==> config.mk <==
export PLATFORM = sky130hd
export DESIGN_NAME = gate_stim_seq_flat
export DESIGN_NICKNAME = d
export VERILOG_FILES = /design/src/rtl/gate_pkg.sv /design/src/rtl/gate_stim_seq_if.sv /design/src/rtl/gate_resp_chk.sv /design/src/rtl/gate_stim_seq.sv /design/src/flat_wrapper.sv
export SDC_FILE = /design/constraint.sdc
export NUM_CORES = 1
export LEC_CHECK = 0
export BUFFER_PORTS_ARGS = -buffer_cell sky130_fd_sc_hd__buf_2
export CAP_MARGIN = 20
export CORE_AREA = 3 3 40 42
export CTS_CLUSTER_DIAMETER = 150
export DETAILED_ROUTE_END_ITERATION = 6
export DIE_AREA = 0 0 43 45
export PLACE_DENSITY = 0.69
export SLEW_MARGIN = 20
export SYNTH_ARGS = -nofsm -noshare
export SYNTH_HDL_FRONTEND = slang
export SYNTH_SLANG_ARGS = --single-unit
==> constraint.sdc <==
create_clock -name clk -period 1.7 [get_ports clk]
set_input_delay 0.085 -clock clk [delete_from_list [all_inputs] [get_ports clk]]
set_output_delay 0.085 -clock clk [all_outputs]
set_load 0.01 [all_outputs]
==> src/rtl/gate_pkg.sv <==
// Shared types and helpers for the gate stimulus sequencer: FSM states,
// the pattern count and the reference response of the AND/OR/NOT stage.
package gate_pkg;

    localparam int NUM_PATTERNS = 4;

    typedef enum logic [1:0] {
        IDLE = 2'd0,
        HOLD = 2'd1,
        DONE = 2'd2
    } gate_state_e;

    // Result the downstream stage should produce: [2] AND, [1] OR, [0] NOT a.
    function automatic logic [2:0] gate_expected(input logic a, input logic b);
        return {a & b, a | b, ~a};
    endfunction

endpackage

==> src/rtl/gate_stim_seq_if.sv <==
// Control, stimulus and result signals of the gate stimulus sequencer.
// master = requester / gate-stage side, slave = the sequencer itself.
interface gate_stim_seq_if;

    logic       start;
    logic       a;
    logic       b;
    logic [2:0] y_in;
    logic [1:0] pat_idx;
    logic       busy;
    logic       done;
    logic [2:0] err_cnt;
    logic       err_flag;

    modport master (
        output start, y_in,
        input  a, b, pat_idx, busy, done, err_cnt, err_flag
    );

    modport slave (
        input  start, y_in,
        output a, b, pat_idx, busy, done, err_cnt, err_flag
    );

endinterface

==> src/rtl/gate_resp_chk.sv <==
// Compares the gate-stage response against the reference for the current
// stimulus; used only when GATE_STIM_SEQ_CHECK_EN is defined.
module gate_resp_chk
    import gate_pkg::*;
(
    input  logic       a,
    input  logic       b,
    input  logic [2:0] y_in,
    output logic       mismatch
);

    assign mismatch = (y_in != gate_expected(a, b));

endmodule

==> src/rtl/gate_stim_seq.sv <==
// Steps {a,b} through 00,01,10,11, holding each for HOLD_CYCLES clocks, and
// counts gate-stage mismatches. Response checking is built only when
// GATE_STIM_SEQ_CHECK_EN is defined; otherwise err_cnt/err_flag stay 0.
module gate_stim_seq
    import gate_pkg::*;
#(
    parameter int HOLD_CYCLES = 50
) (
    input  logic            clk,
    input  logic            rst,
    gate_stim_seq_if.slave  bus
);

    localparam int               CNT_W    = $clog2(HOLD_CYCLES);
    localparam logic [CNT_W-1:0] CNT_LAST = CNT_W'(HOLD_CYCLES - 1);
    localparam logic [1:0]       PAT_LAST = 2'(NUM_PATTERNS - 1);
    localparam logic [2:0]       ERR_MAX  = 3'(NUM_PATTERNS);

    gate_state_e      state_q, state_d;
    logic [1:0]       pat_q, pat_d;
    logic [CNT_W-1:0] cnt_q, cnt_d;
    logic             a_q, a_d;
    logic             b_q, b_d;
    logic [2:0]       err_q, err_d;
    logic             mismatch;

`ifdef GATE_STIM_SEQ_CHECK_EN
    gate_resp_chk u_chk (
        .a        (a_q),
        .b        (b_q),
        .y_in     (bus.y_in),
        .mismatch (mismatch)
    );
`else
    logic unused_y_in;
    assign unused_y_in = ^bus.y_in;
    assign mismatch    = 1'b0;
`endif

    always_comb begin
        // NOTE: every signal gets a default first so no path leaves it unassigned (no latch).
        state_d = state_q;
        pat_d   = pat_q;
        cnt_d   = cnt_q;
        a_d     = a_q;
        b_d     = b_q;
        err_d   = err_q;

        case (state_q)
            IDLE: begin
                pat_d = 2'd0;
                cnt_d = '0;
                a_d   = 1'b0;
                b_d   = 1'b0;
                if (bus.start) begin
                    state_d = HOLD;
                    err_d   = 3'd0;
                end
            end

            HOLD: begin
                cnt_d = cnt_q + 1'b1;
                if (cnt_q == CNT_LAST) begin
                    cnt_d = '0;
                    if (mismatch && (err_q != ERR_MAX)) begin
                        err_d = err_q + 3'd1;
                    end
                    if (pat_q == PAT_LAST) begin
                        state_d = DONE;
                        pat_d   = 2'd0;
                        a_d     = 1'b0;
                        b_d     = 1'b0;
                    end else begin
                        // Next pattern goes out on the very next edge: no gap cycle.
                        pat_d      = pat_q + 2'd1;
                        {a_d, b_d} = pat_q + 2'd1;
                    end
                end
            end

            DONE: begin
                state_d = IDLE;
            end

            default: begin
                state_d = IDLE;
            end
        endcase
    end

    always_ff @(posedge clk) begin
        // NOTE: sequential state uses non-blocking assignments so all flops update together.
        if (rst) begin
            state_q <= IDLE;
            pat_q   <= 2'd0;
            cnt_q   <= '0;
            a_q     <= 1'b0;
            b_q     <= 1'b0;
            err_q   <= 3'd0;
        end else begin
            state_q <= state_d;
            pat_q   <= pat_d;
            cnt_q   <= cnt_d;
            a_q     <= a_d;
            b_q     <= b_d;
            err_q   <= err_d;
        end
    end

    assign bus.a        = a_q;
    assign bus.b        = b_q;
    assign bus.pat_idx  = pat_q;
    assign bus.busy     = (state_q == HOLD);
    assign bus.done     = (state_q == DONE);
    assign bus.err_cnt  = err_q;
    assign bus.err_flag = (err_q != 3'd0);

endmodule

==> src/flat_wrapper.sv <==
// flat-port wrapper written by rule: the top's interface ports become plain ports
module gate_stim_seq_flat import gate_pkg::*;
#(
    parameter int HOLD_CYCLES = 50
)
  (clk, rst, bus_start, bus_y_in, bus_a, bus_b, bus_pat_idx, bus_busy, bus_done, bus_err_cnt, bus_err_flag);
  gate_stim_seq_if bus_i ();
  input  logic clk;
  input  logic rst;
  input wire logic [$bits(bus_i.start)-1:0] bus_start;
  input wire logic [$bits(bus_i.y_in)-1:0] bus_y_in;
  output wire logic [$bits(bus_i.a)-1:0] bus_a;
  output wire logic [$bits(bus_i.b)-1:0] bus_b;
  output wire logic [$bits(bus_i.pat_idx)-1:0] bus_pat_idx;
  output wire logic [$bits(bus_i.busy)-1:0] bus_busy;
  output wire logic [$bits(bus_i.done)-1:0] bus_done;
  output wire logic [$bits(bus_i.err_cnt)-1:0] bus_err_cnt;
  output wire logic [$bits(bus_i.err_flag)-1:0] bus_err_flag;
  assign bus_i.start = bus_start;
  assign bus_i.y_in = bus_y_in;
  assign bus_a = bus_i.a;
  assign bus_b = bus_i.b;
  assign bus_pat_idx = bus_i.pat_idx;
  assign bus_busy = bus_i.busy;
  assign bus_done = bus_i.done;
  assign bus_err_cnt = bus_i.err_cnt;
  assign bus_err_flag = bus_i.err_flag;
  gate_stim_seq #(.HOLD_CYCLES(HOLD_CYCLES)) u_core (.clk(clk), .rst(rst), .bus(bus_i));
endmodule
==> results.sh <==
export IMPL_p_leak_nw=0.258
export IMPL_n_antenna_cell=0
export IMPL_tns_ps=0
export IMPL_final_util_pct=51.7
export IMPL_finalClockSkew_ps=2.23
export IMPL_path_clk_slew_ps=60
export IMPL_cts_resized=0
export IMPL_seq_area_sq_um=200
export IMPL_status="finished clean"
export IMPL_grt_max_degree=14
export IMPL_drive_gt1_share_pct=17.1
export IMPL_cts_buffer_depth=2
export IMPL_viasPerCell=5.75
export IMPL_num_rows=13
export IMPL_min_path_cells=3
export IMPL_report_final_slew_viol_count=0
export IMPL_top_layer="met4"
export IMPL_routabilityCongestion=0.792
export IMPL_initial_utilization_pct=48.0
export IMPL_wl_per_cell_um=11.8
export IMPL_cts_tree="built"
export IMPL_hold_ws_ps=97.9
export IMPL_antenna_found_initial=0
export IMPL_finalWirelength_mm=1.15
export IMPL_setup_ws_ps=301
export IMPL_crit_required_ps=1890
export IMPL_clock_latency_ps=260
export IMPL_htreeDepth=1
export IMPL_root_buffer="clkbuf_4"
export IMPL_synthCells=76
export IMPL_wl_met1_um=554
export IMPL_postSynthAreaPerCell_sq_um=8.12
export IMPL_pin_count=16
export IMPL_cts_buffers=3
export IMPL_place_hpwl_um=829
export IMPL_dieWidth_um=43
export IMPL_track_usage_pct=13.9
export IMPL_worstSetupStartpointType="flip-flop"
export IMPL_fillers=136
export IMPL_syn_to_final_growth_pct=7.71
export IMPL_rrSetupSlack_ps=300
export IMPL_ant_nets=0
export IMPL_wl_met3_um=68
export IMPL_ys_types=30
export IMPL_fin_nets=93
export IMPL_cp_max_fo=5
export IMPL_cts_setup_buffers=0
export IMPL_vdd_drop_max_mv=0.368
export IMPL_synth_cell_area_sq_um=617
export IMPL_post_route_period_util_pct=82.3
export IMPL_coreArea_sq_um=1280
export IMPL_arrival_ps=1590
export IMPL_layout_min_cycle_time_ps=1400
export IMPL_ys_seq_elements=10
export IMPL_hold_path_class="in2reg"
export IMPL_r2r_cells=5
export IMPL_cts_num_sinks=10
export IMPL_vias=558
export IMPL_r2r_start="u_core.cnt_q[1]"
export IMPL_drt_iter0_markers=11
export IMPL_cap_violations=0
export IMPL_power_w=0.000433
export IMPL_r2r_end="u_core.cnt_q[1]"
export IMPL_grt_pass1_vias=457
export IMPL_grt_pass1_wl_mm=1.99
export IMPL_powerDensity_nw_per_um2=652
export IMPL_crit_path_start="u_core.cnt_q[1]"
export IMPL_yosys_warnings=0
export IMPL_drt_first_pass_iters=4
export IMPL_yosysSeqAreaShare_pct=32.5
export IMPL_critPathKind="reg2reg"
export IMPL_grt_setup_unrepaired="false"
export IMPL_holdBufCountCts=0
export IMPL_setup_viol=0
export IMPL_dieArea_sq_um=1940
export IMPL_hold_viol_final=0
export IMPL_endpoint="u_core.cnt_q[1]"
export IMPL_drc_errors=0
export IMPL_grt_ovfl_total=0
export IMPL_numPortBuffers=8
export IMPL_die_h_um=45
export IMPL_fmax_ghz=0.715
export IMPL_multi_input_area_sq_um=357
export IMPL_pre_cts_ws_ps=304
export IMPL_wl_met2_um=504
export IMPL_endpoint_kind="flip-flop"
worst max-delay path, cell delays in order (launching register included):
cell	delay [ps]
dfxtp_1	390
inv_1	60
ha_1	180
and4bb_2	270
a211o_1	290
a21oi_1	130
power breakdown:
part,leakage [nW],switching [W],total [W],internal (W)
logic,0.163,0.0000193,0.0000323,0.0000130
clock network,0.0138,0.0000766,0.000158,0.0000816
registers,0.0811,0.00000491,0.000243,0.000238
total,0.258,0.000101,0.000433,0.000332
sequential cells by signal, indices dropped and copies added (netlist names):
signal,flops
u_core.state_q,2
u_core.bus.pat_idx,1
u_core.bus.b,1
u_core.cnt_q,6
synth_stat cells:
master,count,area share (%)
ha_1,3,6.1
o32ai_1,1,1.4
nand4_1,3,3.0
o22ai_1,1,1.0
clkbuf_1,4,2.4
nor4b_1,1,1.4
o221ai_1,1,1.4
inv_1,3,1.8
nand2b_1,2,2.0
dfxtp_1,10,32
and4bb_2,1,2.0
o211ai_1,2,2.4
a31oi_1,3,3.0
a211o_1,2,2.8
mux2i_1,1,1.6
nor2b_1,3,3.0
nor2_1,2,1.2
conb_1,1,0.61
nor4_1,1,1.0
o21bai_1,1,1.2
nand3b_1,1,1.2
nand4bb_1,1,1.8
nand3_1,4,3.2
nand2_1,9,5.5
a21oi_1,4,3.2
buf_4,6,7.3
or4b_1,1,1.6
nor3_1,2,1.6
or3_1,1,1.0
nor3b_1,1,1.2
kinds of logic (layout without fill, tap and decap cells):
family | after synthesis | after routing | share of synthesized area, %
multiplexers | 1 | 1 | 1.62
flip-flops | 10 | 10 | 32.5
adder cells (fa/ha/maj) | 3 | 3 | 6.09
buffers and inverters | 13 | 16 | 11.6
AO/OA/AOI/OAI | 15 | 15 | 16.6
AND/OR/NAND/NOR | 33 | 33 | 31.0
other | 1 | 4 | 0.608
layout make-up:
class | count | share of cell area, %
inverter | 3 | 1.69
timing repair buffer | 10 | 8.29
multi-input combinational | 56 | 53.7
tap | 15 | 2.82
clock buffer | 3 | 3.39
sequential | 10 | 30.1
worst min-delay path by stage:
stage	end	start	slack, ps
floorplan	u_core.state_q[0]	bus_start	260
global placement	u_core.state_q[0]	bus_start	360
detailed placement	u_core.state_q[0]	bus_start	380
CTS	u_core.state_q[0]	bus_start	100
global route	u_core.state_q[0]	bus_start	130
finish	u_core.state_q[0]	bus_start	100
per-stage QoR:
stage,std cells,cell area [sq um]
floorplan,79,628
global placement,94,642
detailed placement,94,642
CTS,97,664
global route,97,664
finish,97,664
layer usage:
metal	GRT usage [%]	up-vias
li1	-	282
met1	18.2	259
met2	19.8	13
met3	2.79	4
met4	10.8	0
met5	0	-
cells in the final DEF, fill, tap and decap left out, drive strengths merged:
cell type,netlist,layout
nor4,1,1
dfxtp,10,10
mux2i,1,1
o211ai,2,2
inv,3,3
nand4,3,3
o221ai,1,1
nand3b,1,1
nor3,2,2
a21oi,4,4
nor3b,1,1
nor2,2,2
buf,6,10
and4bb,1,1
o21bai,1,1
nand2,9,9
ha,3,3
nand4bb,1,1
nor4b,1,1
or4b,1,1
conb,1,4
o22ai,1,1
nor2b,3,3
or3,1,1
nand2b,2,2
o32ai,1,1
nand3,4,4
a31oi,3,3
a211o,2,2
clkbuf,4,3
(Power assumes the default switching activity.)
